### src/rtl/req_arbiter.sv
// Eight-way request arbiter with fixed or round-robin high-index-first selection,
// grant hold until done/withdraw, and a hold-time watchdog that revokes stale grants.
module req_arbiter #(
  parameter int unsigned MAX_HOLD = 255,
  parameter int unsigned HOLD_W   = 8
) (
  input  logic       clk,
  input  logic       rst_n,
  input  logic [7:0] req,
  input  logic       done,
  input  logic       rr_en,
  output logic [7:0] gnt,
  output logic [2:0] gnt_id,
  output logic       gnt_valid,
  output logic       timeout
);

  typedef enum logic {StIdle, StBusy} state_e;

  state_e              state_q, state_d;
  logic [7:0]          gnt_q, gnt_d;
  logic [2:0]          id_q, id_d;
  logic [2:0]          last_q, last_d;
  logic                valid_q, valid_d;
  logic                tmo_q, tmo_d;
  logic [HOLD_W-1:0]   hold_q, hold_d;

  logic [2:0] base;
  logic [2:0] idx;
  logic [2:0] win_id;
  logic       win_found;
  logic       wd_hit;
  logic       withdraw;

  // Search order is base-1 down to base (mod 8); fixed priority is the base=0 case.
  // Iterating from the far end lets the nearest set bit overwrite earlier hits.
  always_comb begin
    base      = rr_en ? last_q : 3'd0;
    idx       = '0;
    win_id    = '0;
    win_found = 1'b0;
    for (int k = 8; k >= 1; k--) begin
      idx = base - 3'(k);
      if (req[idx]) begin
        win_id    = idx;
        win_found = 1'b1;
      end
    end
  end

  assign wd_hit   = (MAX_HOLD != 0) && (hold_q == HOLD_W'(MAX_HOLD));
  assign withdraw = !req[id_q];

  always_comb begin
    state_d = state_q;
    gnt_d   = gnt_q;
    id_d    = id_q;
    valid_d = valid_q;
    last_d  = last_q;
    hold_d  = hold_q;
    tmo_d   = 1'b0;
    unique case (state_q)
      StIdle: begin
        if (win_found) begin
          state_d = StBusy;
          gnt_d   = 8'b1 << win_id;
          id_d    = win_id;
          valid_d = 1'b1;
          last_d  = win_id;
          hold_d  = HOLD_W'(1);
        end else begin
          gnt_d   = '0;
          id_d    = '0;
          valid_d = 1'b0;
        end
      end
      StBusy: begin
        if (done || withdraw || wd_hit) begin
          state_d = StIdle;
          gnt_d   = '0;
          id_d    = '0;
          valid_d = 1'b0;
          // done wins over a coinciding watchdog limit
          tmo_d   = wd_hit && !done;
        end else if (hold_q != '1) begin
          hold_d = hold_q + HOLD_W'(1);
        end
      end
      default: state_d = StIdle;
    endcase
  end

  always_ff @(posedge clk or negedge rst_n) begin
    if (!rst_n) begin
      state_q <= StIdle;
      gnt_q   <= '0;
      id_q    <= '0;
      last_q  <= '0;
      valid_q <= 1'b0;
      tmo_q   <= 1'b0;
      hold_q  <= '0;
    end else begin
      state_q <= state_d;
      gnt_q   <= gnt_d;
      id_q    <= id_d;
      last_q  <= last_d;
      valid_q <= valid_d;
      tmo_q   <= tmo_d;
      hold_q  <= hold_d;
    end
  end

  assign gnt       = gnt_q;
  assign gnt_id    = id_q;
  assign gnt_valid = valid_q;
  assign timeout   = tmo_q;

endmodule

### config.mk
export PLATFORM = sky130hd
export DESIGN_NAME = req_arbiter
export DESIGN_NICKNAME = d
export VERILOG_FILES = /design/src/rtl/req_arbiter.sv
export SDC_FILE = /design/constraint.sdc
export NUM_CORES = 1
export LEC_CHECK = 0
export BUFFER_PORTS_ARGS = -buffer_cell sky130_fd_sc_hd__buf_2
export CORE_MARGIN = 8
export CORE_UTILIZATION = 57
export CTS_CLUSTER_DIAMETER = 50
export DETAILED_ROUTE_END_ITERATION = 12
export PLACE_DENSITY = 0.75
export SLEW_MARGIN = 20
export SYNTH_ARGS = -nofsm -noshare
export SYNTH_HDL_FRONTEND = slang
export SYNTH_SLANG_ARGS = --single-unit
export TNS_END_PERCENT = 100
### constraint.sdc
create_clock -name clk -period 3.4 [get_ports clk]
set_input_delay 0.68 -clock clk [delete_from_list [all_inputs] [get_ports clk]]
set_output_delay 0.68 -clock clk [all_outputs]
set_load 0.01 [all_outputs]
==> summary.md, run 1 <==
| Metric | Value |
|---|---|
| CP endpoint kind | `flip-flop` |
| GRT Residual Overflow | `0` |
| Vias in the first global route | `1921` |
| Die Y-Extent | `between 70 and 80 um` |
| Clock sinks | `25` |
| Peak VDD IR | `approximately 0.54 mV` |
| Fillers | `between 300 and 400` |
| N_diodes | `0` |
| Via/cell ratio | `between 6 and 7` |
| Status | `completed` |
| Post-synthesis cell type count | `between 50 and 60` |
| Initial antenna violation count | `0` |
| Yosys warning total | `0` |
| Switch share | `0.4901` |
| Final setup violation count | `0` |
| Area contributors post-synth | `dfrtp_1, mux2i_1, mux4_2` |
| Comb pwr share | `0.689` |
| P_sw | `~1000 uW` |
| Worst-path maximum fanout | `16` |
| Htree depth | `1` |
| Clock share of power | `0.080` |
| Power Internal | `about 1100 uW` |
| DP Worst Slack | `about 0.2 ns` |
| Worst min-delay path category | `primary input to async pin` |
| Post-synth EDFFs | `0` |
| Pwr per Cell Area | `between 800 and 900 nW/um^2` |
| Gr usage total | `0.1802` |
| I/O Pins | `25` |
| Leading area contributor after synthesis | `dfrtp_1` |
| RSZ-0062 raised after global routing | `no` |
| Final-report hold violation count | `0` |
| DRC violation count after routing | `0` |
| Syn_area_per_cell | `about 9.4 sq um` |
| CTS tree | `built` |
| Resize count post-CTS | `0` |
| Reg clk slew, reported paths | `around 0.080 ns` |
| Area grow syn2layout | `9.370%` |
| Seq pwr share | `0.231` |
| Synth top area share | `0.2892` |
| WL final | `approximately 5.4 mm` |
| X dimension of the die | `77.61 um` |
| Placer Congestion | `just over 0.9` |
| Vias | `between 1500 and 2000` |
| Clock buffer depth | `2` |
| WP data arrival | `3.12 ns` |
| Placed cells | `approximately 300` |
| Fmax | `~340 MHz` |
| Row Count | `22` |
| Slew Viols, Final | `0` |
| I/O Buffers | `24` |
| Most frequent cells in the layout | `nand2_1, dfrtp_1, buf_2` |
| R2R depth | `9` |
| Worst setup SP type | `primary input` |
| Num CTS Buffers | `3` |
| Total Nets Final | `around 270` |
| Setup bufs post-CTS | `0` |
| DP HPWL | `about 4.0 mm` |
| Worst hold margin | `between 0.3 and 0.4 ns` |
| Worst slew pin tran | `about 0.53 ns` |
| Maxcap violations | `0` |
| Crit Path Class | `primary input to flip-flop` |
| Synth Cell Area | `2163 sq um` |
| Hold buffers post-CTS | `0` |
| Synthesized flop and latch total | `25` |
| Die area | `approximately 6000 sq um` |
| Share of cells above drive strength 1 | `0.2283` |
| Non-filler cells, final | `roughly 300` |
| Clk Tree Root Cell | `clkbuf_8` |
| Clk_skew | `~0.0018 ns` |
| Top FF cell, synth | `dfrtp_1` |
| Async set or reset register ratio after synthesis | `1.000` |
| Final ANT Viol Nets | `0` |
| Initial Utilization | `0.5909` |
| Pleak | `between 0.001 and 0.0015 uW` |
| Final WS setup | `0.4474 ns` |
| R2R setup slack | `between 0.5 and 0.6 ns` |
| DRT Pass-1 Iters | `4` |
| Setup_tns | `0 ns` |
| Worst skew pair latency | `~0.26 ns` |
| CP required | `between 3 and 4 ns` |
| Synth Instances | `230` |
| Minimum clock period | `2.953 ns` |
| Max-slew headroom | `0.6482` |
| Final Cycle Share | `0.8684` |
| Routed WL per cell | `between 15 and 20 um` |
| Final Total Pwr | `2117 uW` |
| Core region area | `3661 sq um` |
| Global-route wire length before repair | `a little over 9 mm` |
| Largest net degree at the start of global routing | `26` |
| Net count after synthesis | `244` |
| Post-synthesis sequential area ratio | `0.2892` |
| DRT iter0 DRCs | `187` |
==> power groups by stage <==
stage	registers (uW)	clock network [uW]	logic, uW
final	488	170	1460
after global routing	498	183	1590
after CTS	486	172	1450
after detailed placement	490	0	1440
after global placement	492	0	1430
after floorplan	470	0	1120
==> cells by family after synthesis <==
logic type                 Yosys count  synth area share
AOI/OAI and AO/OA                   61            0.2204
xor gates and xnor gates             9           0.03644
adders and majority gates            2           0.01157
buffers and inverters               23           0.06246
DFF                                 25            0.2892
muxes                               31            0.1857
and+or+nand+nor                     79            0.1943
==> layer usage <==
layer / GRT usage / up-vias / share of wire
li1: - / 919 / -
met1: 0.2376 / 913 / 0.45
met2: 0.2790 / 95 / 0.45
met3: 0.03917 / 19 / 0.075
met4: 0.07170 / 0 / 0.025
met5: 0 / - / 0
==> flip-flops by register name, indices dropped and copies added (netlist names) <==
| name | flops |
|---|---|
| timeout | 1 |
| last_q | 3 |
| gnt | 8 |
| hold_q | 8 |
| state_q | 1 |
| gnt_valid | 1 |
| gnt_id | 3 |
==> cells in the mapped netlist (all sizes together) (2+ instances only) <==
master / n
dfrtp: 25
a22oi: 2
a211oi: 5
xor2: 8
buf: 9
nand4: 3
mux2i: 22
nor2b: 2
o22ai: 4
nand2b: 5
nor2: 16
mux2: 3
a31oi: 3
o211ai: 2
o31ai: 4
ha: 2
a32o: 5
and3: 4
mux4: 6
o21bai: 2
o2111ai: 3
nor3b: 2
a21oi: 6
nor3: 3
inv: 8
and2: 3
a221o: 2
o21ai: 12
nand3b: 2
a211o: 3
a2bb2oi: 2
nand2: 28
nand3: 6
clkbuf: 6
==> worst max-delay path, cell delays in order <==
cell and delay (ns):
buf_2 0.14, buf_4 0.20, nand2_4 0.13, mux4_2 0.52, a22oi_2 0.34, o2111ai_1 0.19, or3b_1 0.20, mux2i_1 0.10
a211o_1 0.35, o31ai_1 0.27
==> through the flow <==
step	util	cell area [sq um]
4_1_cts	0.6463	2366
3_3_place_gp	0.6340	2321
5_1_grt	0.6463	2366
3_5_place_dp	0.6340	2321
6_report	0.6463	2366
2_1_floorplan	-	2165
==> cell type report <==
class	instances	area, sq um	area share
multi-input cells	182	1403	0.5928
flip-flops and latches	25	625.6	0.2644
repair buffers	35	202.7	0.08567
well taps	48	60.06	0.02538
clock buffers	4	45.04	0.01904
inverters	8	30.03	0.01269
==> worst paths after layout <==
path | startpoint | to
max in group asynchronous | rst_n | state_q
min | rst_n | gnt_valid
min in group clk | gnt_valid | gnt_valid
min reg2reg | gnt_valid | gnt_valid
max reg2reg | last_q[1] | gnt[7]
max | rr_en | gnt[6]
Note: power is estimated with default switching activity, not from simulation.
==> run 2: changes to the inputs <==
Settings changed: REMOVE_ABC_BUFFERS set to 1.
==> run 2 against run 1 <==
  * Die area stayed put
  * Core utilization is 0.10 points higher
  * Via count is 2.3% lower
  * Non-clock buffer count stayed put
  * Clock skew is 0.0058 ns higher
  * Maximum frequency is 1.0% higher
  * Wire length is 0.24% lower
  * Global-route usage is 0.052 points lower
  * Highest routed layer unchanged
==> summary.md, run 2 (synthesis results as in run 1) <==
| Metric | Value |
|---|---|
| Status | `completed` |
| Area grow syn2layout | `9.543%` |
| R2R setup slack | `0.57 ns (+0.05 ns)` |
| WP data arrival | `3.13 ns (about the same)` |
| Slowest stage delay, CP | `0.52 ns (about the same)` |
| RSZ-0062 raised after global routing | `no` |
| DRT Pass-1 Iters | `5 (+1)` |
| CP max stage cell | `mux4_2` |
| Worst r2r dst | `gnt[4]` |
| Initial antenna violation count | `0 (unchanged)` |
| Gr usage total | `0.1796 (-0.0005236)` |
| Clk_skew | `0.007684 ns (+0.005839 ns)` |
| Max-slew headroom | `0.6391 (-0.009110)` |
| GRT Residual Overflow | `0 (unchanged)` |
| Final WS setup | `0.4774 ns (+0.03002 ns)` |
| Worst slew pin tran | `0.5413 ns (+0.01367 ns)` |
| Initial Utilization | `0.5909 (unchanged)` |
| R2r startpoint | `last_q[0]` |
| X dimension of the die | `77.61 um (unchanged)` |
| Pleak | `0.001083 uW (about the same)` |
| CTS tree | `built` |
| Routed WL per cell | `17.89 um (-0.24%)` |
| Power Internal | `1085 uW (+0.48%)` |
| CP required | `3.61 ns (+0.04 ns)` |
| Switch share | `0.4873 (-0.002846)` |
| Total Nets Final | `269 (unchanged)` |
| I/O Pins | `25 (unchanged)` |
| Hold buffers post-CTS | `0 (unchanged)` |
| DP Worst Slack | `0.2191 ns (+0.02228 ns)` |
| N_diodes | `0 (unchanged)` |
| Largest net degree at the start of global routing | `26 (unchanged)` |
| Setup_tns | `0 ns (unchanged)` |
| Worst-path maximum fanout | `16 (unchanged)` |
| DP HPWL | `4.097 mm (+2.2%)` |
| Core region area | `3661 sq um (unchanged)` |
| Minimum clock period | `2.923 ns (-0.03002 ns)` |
| Crit Path Class | `primary input to flip-flop` |
| Seq pwr share | `0.226 (-0.005)` |
| Via/cell ratio | `6.295 (-2.3%)` |
| Footprint of the multi-input gates | `1403 sq um (unchanged)` |
| Reg clk slew, reported paths | `0.09 ns (about the same)` |
| Final ANT Viol Nets | `0 (unchanged)` |
| Worst skew pair latency | `0.27 ns (about the same)` |
| Crit path cell chain | `buf_2 > buf_4 > nand2_4 > mux4_2 > a22oi_2 > o2111ai_1 > or3b_1 > mux2i_1 > a211oi_2 > a32o_1` |
| Maxcap violations | `0 (unchanged)` |
| Slew Viols, Final | `0 (unchanged)` |
| Htree depth | `1 (unchanged)` |
| Setup bufs post-CTS | `0 (unchanged)` |
| R2R depth | `9 (unchanged)` |
| Clock sinks | `25 (unchanged)` |
| Placer Congestion | `0.9728 (+5.6%)` |
| Final-report hold violation count | `0 (unchanged)` |
| DRT iter0 DRCs | `213 (+14%)` |
| Comb pwr share | `0.691 (+0.002)` |
| Resize count post-CTS | `0 (unchanged)` |
| Vias in the first global route | `1856 (-3.4%)` |
| Global-route wire length before repair | `9.149 mm (-0.37%)` |
| CP endpoint kind | `flip-flop` |
| Num CTS Buffers | `3 (unchanged)` |
| Share of cells above drive strength 1 | `0.2323 (+0.003937)` |
| Final Cycle Share | `0.8596 (-0.008829)` |
| Clock buffer depth | `2 (unchanged)` |
| Clk Tree Root Cell | `clkbuf_8` |
| P_sw | `1031 uW (-0.66%)` |
| DRC violation count after routing | `0 (unchanged)` |
| Final setup violation count | `0 (unchanged)` |
| I/O Buffers | `24 (unchanged)` |
| Clock share of power | `0.083 (+0.003)` |
| Worst min-delay path category | `primary input to async pin` |
| Fmax | `342.2 MHz (+1.0%)` |
| Fillers | `322 (+1.3%)` |
| Most frequent cells in the layout | `nand2_1, dfrtp_1, buf_2` |
| Die area | `6023 sq um (unchanged)` |
| Die Y-Extent | `77.61 um (unchanged)` |
| Worst setup SP type | `primary input` |
| Peak VDD IR | `0.4285 mV (-20%)` |
| Sequential Area | `625.6 sq um (unchanged)` |
| Row Count | `22 (unchanged)` |
| Pwr per Cell Area | `892.7 nW/um^2 (-0.24%)` |
| WL final | `5.402 mm (-0.24%)` |
| Vias | `1901 (-2.3%)` |
==> run 2: cell count changes in the layout (fill, tap and decap cells not counted) <==
cell,before,now
clkbuf_1,1,0
clkinvlp_4,0,1
==> run 2: worst max-delay path by stage <==
stage	from	to	slack [ns]	cells after the start
finish	rr_en	gnt[4]	0.48	10
global route	rr_en	gnt[4]	0.33	10
CTS	rr_en	gnt[5]	0.50	10
detailed placement	rr_en	gnt[5]	0.22	10
global placement	rr_en	gnt[0]	0.31	10
floorplan	last_q[1]	gnt[1]	0.21	9
==> run 2: metrics by stage <==
stage	area (sq um)	util	total power, uW	hold WS (ns)	std cells
after detailed placement	2321	0.6340	1936	0.4633	298
final	2370	0.6473	2116	0.3860	302
after floorplan	2058	-	1510	0.3844	215
after CTS	2370	0.6473	2113	0.4013	302
after global placement	2321	0.6340	1907	0.4548	298
after global routing	2370	0.6473	2289	0.4241	302
==> run 2: layout make-up <==
| class | instances | share of cell area |
|---|---|---|
| Inverter | 8 | 0.01267 |
| Clock inverter | 1 | 0.003168 |
| Clock buffer | 3 | 0.01742 |
| Tap cell | 48 | 0.02534 |
| Multi-Input combinational cell | 182 | 0.5919 |
| Timing Repair Buffer | 35 | 0.08553 |
| Sequential cell | 25 | 0.2640 |
==> run 2: metal layers <==
| layer | vias to the layer above | wire length, um | track usage | share of wire |
|---|---|---|---|---|
| met4 | 0 | 64 | 0.04906 | 0.012 |
| li1 | 908 | - | - | - |
| met1 | 915 | 2264 | 0.2208 | 0.42 |
| met3 | 6 | 334 | 0.02650 | 0.062 |
| met5 | - | 0 | 0 | 0 |
| met2 | 72 | 2738 | 0.3166 | 0.51 |
==> run 2: worst max-delay path: cells and delay by family <==
family / cells / cell delay [ns]
AOI/OAI and AO/OA: 4 / 1.17
and+or+nand+nor: 2 / 0.31
buffers and inverters: 2 / 0.34
muxes: 2 / 0.62
==> run 2: power by group through the flow <==
stage	Combinational, uW	Sequential, uW	Clock (uW)
final	1460	477	176
after global routing	1600	492	192
after CTS	1460	477	179
after detailed placement	1450	483	0
after global placement	1430	479	0
after floorplan	979	531	0
